### src/rtl/ram_loader.sv
// ram_loader: streams words into a DEPTH x DATA_W register array in
// address order, then blocks further writes until restarted. An
// independent registered read port works in every state.
//
// Ports:
//   clk, rst_n          clock, asynchronous active-low reset
//   start               one-cycle pulse, restarts loading at address 0
//   in_valid/in_data    write stream; in_ready says a word is taken this cycle
//   rd_en/rd_addr       read request; rd_data/rd_valid one cycle later
//   wr_count            words written since reset/start (0..DEPTH)
//   done                high while all DEPTH entries are written
module ram_loader #(
  parameter int DATA_W = 4,
  parameter int DEPTH  = 8,
  localparam int AW    = $clog2(DEPTH)
) (
  input  logic              clk,
  input  logic              rst_n,
  input  logic              start,
  input  logic              in_valid,
  input  logic [DATA_W-1:0] in_data,
  output logic              in_ready,
  input  logic              rd_en,
  input  logic [AW-1:0]     rd_addr,
  output logic [DATA_W-1:0] rd_data,
  output logic              rd_valid,
  output logic [AW:0]       wr_count,
  output logic              done
);

  typedef enum logic {LOAD = 1'b0, FULL = 1'b1} state_t;

  state_t              state_q, state_d;
  logic [AW-1:0]       wr_ptr;
  logic                wr_en;
  logic [DATA_W-1:0]   mem [DEPTH];

  // start masks the handshake so a word presented with start is not consumed
  assign in_ready = (state_q == LOAD) && !start;
  assign wr_en    = in_valid && in_ready;

  always_comb begin
    state_d = state_q;
    if (start)
      state_d = LOAD;
    else if (wr_en && wr_ptr == AW'(DEPTH-1))
      state_d = FULL;
  end

  // done tracks the next state so it is high in the same cycle state is FULL
  always_ff @(posedge clk or negedge rst_n) begin
    if (!rst_n) begin
      state_q  <= LOAD;
      done     <= 1'b0;
      wr_ptr   <= '0;
      wr_count <= '0;
    end else begin
      state_q <= state_d;
      done    <= (state_d == FULL);
      if (start) begin
        wr_ptr   <= '0;
        wr_count <= '0;
      end else if (wr_en) begin
        wr_ptr   <= wr_ptr + AW'(1);
        wr_count <= wr_count + (AW+1)'(1);
      end
    end
  end

  // Array and read port share a block; nonblocking update means a read that
  // collides with a write to the same entry sees the old contents.
  always_ff @(posedge clk or negedge rst_n) begin
    if (!rst_n) begin
      for (int i = 0; i < DEPTH; i++) mem[i] <= '0;
      rd_data  <= '0;
      rd_valid <= 1'b0;
    end else begin
      if (wr_en) mem[wr_ptr] <= in_data;
      rd_valid <= rd_en;
      if (rd_en) rd_data <= mem[rd_addr];
    end
  end

endmodule

### config.mk
export PLATFORM = sky130hd
export DESIGN_NAME = ram_loader
export DESIGN_NICKNAME = d
export VERILOG_FILES = /design/src/rtl/ram_loader.sv
export SDC_FILE = /design/constraint.sdc
export NUM_CORES = 1
export LEC_CHECK = 0
export ABC_AREA = 1
export BUFFER_PORTS_ARGS = -buffer_cell sky130_fd_sc_hd__buf_2
export CAP_MARGIN = 20
export CORE_MARGIN = 10
export CORE_UTILIZATION = 45
export CTS_BUF_LIST = sky130_fd_sc_hd__clkbuf_16
export CTS_CLUSTER_DIAMETER = 80
export DETAILED_ROUTE_END_ITERATION = 16
export REMOVE_ABC_BUFFERS = 1
export SETUP_SLACK_MARGIN = 0.15
export SYNTH_ARGS = -nofsm -noshare
export SYNTH_HDL_FRONTEND = slang
export SYNTH_SLANG_ARGS = --single-unit
export TNS_END_PERCENT = 10
### constraint.sdc
create_clock -name clk -period 3.09 [get_ports clk]
set_input_delay 0.1545 -clock clk [delete_from_list [all_inputs] [get_ports clk]]
set_output_delay 0.1545 -clock clk [all_outputs]
set_load 0.005 [all_outputs]
==> results.yml <==
cts:
  htreeDepth: 2
  cts_sinks: 45
  cts_resized: 0
  clk_pin_slew_ns: 0.06
  clockBufferDepth: 2
  tritoncts: "done"
  clk_latency_ns: 0.28
  cts_root_buf: "clkbuf_16"
  cts_buffers: 5
  cts_setup_buffers: 0
power:
  ir_drop_uv: 323
  p_leak_nw: 1.28
  power.switching_w: 0.000466
  p_sw_share_pct: 28.0
  seq_power_share_pct: 46.9
  internal_power_w: 0.00120
  power_density_mw_per_mm2: 657
  power.share.combinational_pct: 17.2
  clockPowerShare_pct: 36.0
finish:
  layout-drive-gt1-share_pct: 14.6
  fillers: 454
  final_util_pct: 54.0
  layout.nets: 308
  antenna_cells: 0
  syn2layout_area_growth_pct: 16.3
worst_setup_path:
  critPathLaunchType: "flop"
  startpoint: "state_q"
  arrival_ns: 1.51
  worst_setup_path_end_kind: "flop"
  r2r_start: "state_q"
  crit_required_ns: 3.30
  cp_max_fo: 8
  critPathKind: "reg2reg"
logic_synthesis:
  synth_area_leaders: "dfrtp_1, nand2_1, o21ai_0"
  ys_seq_elements: 45
  synth_top_area_cell: "dfrtp_1"
  netlist.area_leader.share_pct: 51.7
  synth_seq_area_share_pct: 51.7
  synth_cell_types: 18
  synth_cells: 266
  ys_warn_count: 0
  synth.avg_cell_area_um2: 8.18
  netlist_area_mm2: 0.00218
sta:
  finalSetupTns_ns: 0
  fin_ws_ns: 1.79
  hold_viol: 0
  finalSetupViolCount: 0
  tightest_slew_ns: 0.404
  drv_slew: 0
  rsz0062_at_grt: "no"
  final.period_utilization_pct: 42.2
  fin_crit_ns: 1.30
  fmax_mhz: 768
  finalClockSkew_ns: 0.00677
  relSlewSlack_pct: 73.0
global_route:
  grt-ovfl-total: 0
  grt_util_all_layers_pct: 13.1
  antenna_found_initial: 0
  grt_pass1_vias: 1679
  grt_max_degree: 46
  grt_pass1_wl_um: 8110
run_status:
  status: "complete, no violations"
worst_hold_path:
  hp-class: "in2reg"
  min_from: "rd_en"
detailed_routing:
  postRouteAntennaNets: 0
  drc: 0
  wl_per_cell_um: 13.5
  route.vias.total: 1691
  dr.pass1.iters: 4
  avgViaCountPerCell: 4.86
  finalWirelength_um: 4700
  drtIter0Drc: 125
die:
  core_mm2: 0.00469
  pin_count: 23
  die_w_um: 89.6
  fp.dieH_um: 89.6
  rows: 25
  initial_core_util_pct: 46.4
  die-area_mm2: 0.00802
place:
  post-place-ws_ns: 1.78
  portBuffers: 22
  gp_congestion: 0.813
  dp.final_hpwl_um: 3490
run:
  cap_violations: 0
==> metal layers <==
| metal | track usage, % | part of all wire (%) | wire (um) |
|---|---|---|---|
| met2 | 20.6 | 46 | 2180 |
| met5 | 0 | 0 | 0 |
| met3 | 3.74 | 4.1 | 194 |
| met4 | 4.34 | 0.89 | 42 |
| met1 | 17.0 | 49 | 2280 |
==> worst paths after layout <==
kind	end	slack, ns	cells past startpoint
min reg2reg	rd_data[3]	0.48	2
max	mem[3]	1.79	7
max in group asynchronous	mem[28]	2.34	3
min in group asynchronous	mem[0]	0.28	2
min	rd_valid	0.05	1
max reg2reg	mem[3]	1.79	7
==> synth_stat cells <==
cell      instances
nor2_4            4
a21oi_1           3
nand2_1          81
dfrtp_1          45
nand4_1           1
nand3_2           4
inv_1            41
inv_4             1
nor2_1           12
nand3_1          26
nand2_4           2
ha_1              3
clkbuf_1          1
buf_2             3
nor2_8            1
o21ai_1           5
nand4_4           1
o21ai_0          32
==> kinds of logic after synthesis <==
kind of cell | share of synthesized area (%)
buf+inv | 8.22
fa+ha+maj | 1.72
compound gates | 9.19
simple gates | 29.1
flops | 51.7
==> sequential cells by signal, indices dropped and copies added, names as in the netlist <==
| signal | cells |
|---|---|
| wr_ptr | 3 |
| rd_data | 4 |
| state_q | 1 |
| mem | 32 |
| wr_count | 4 |
| rd_valid | 1 |
==> area by class of cell <==
class	instances	area [um^2]	share of cell area (%)
inverters	42	160	6.32
flip-flops and latches	45	1130	44.5
clock buffers	5	125	4.94
repair buffers	24	140	5.53
clock inverters	3	41.3	1.63
multi-input cells	175	872	34.4
well taps	54	67.6	2.67
==> worst max-delay path: stages (launching register included) <==
cell and delay (ns):
dfrtp_1 0.42, nor2_4 0.14, nand2_4 0.11, inv_4 0.12, nand2_4 0.09, nor2_4 0.18, nand2_1 0.07, o21ai_1 0.08
==> power groups by stage <==
stage / Combinational (W) / Sequential, W / Clock [W]
5_1_grt: 0.000340 / 0.000796 / 0.000636
3_3_place_gp: 0.000286 / 0.000786 / 0
6_report: 0.000286 / 0.000780 / 0.000599
4_1_cts: 0.000290 / 0.000780 / 0.000611
3_5_place_dp: 0.000288 / 0.000790 / 0
2_1_floorplan: 0.000188 / 0.000775 / 0
==> layout by cell type, fill, tap and decap left out <==
cell type,count
inv_1,41
buf_12,1
nand4_4,1
nand2_4,2
nor2_8,1
a21oi_1,3
nand2_1,81
nand3_1,26
inv_4,1
nand3_2,4
buf_2,22
ha_1,3
nor2_1,12
clkbuf_16,5
dlygate4sd3_1,1
clkinv_1,1
nand4_1,1
bufinv_16,1
o21ai_0,32
clkinvlp_4,1
nor2_4,4
dfrtp_1,45
o21ai_1,5
==> timing repair <==
action,in CTS,in global routing
endpoints found under the hold margin,0,11
hold buffers,0,1
endpoints found under the setup margin,0,0
==> metrics by stage <==
stage               area [um^2]  power [W]  hold slack (ns)  cells
floorplan                  2160   0.000963           -0.141    262
global placement           2340    0.00107            0.344    338
detailed placement         2340    0.00108            0.339    338
CTS                        2500    0.00168           0.0477    346
global route               2530    0.00177           0.0482    348
finish                     2530    0.00167           0.0546    348
Note: power is estimated with default switching activity, not from simulation.
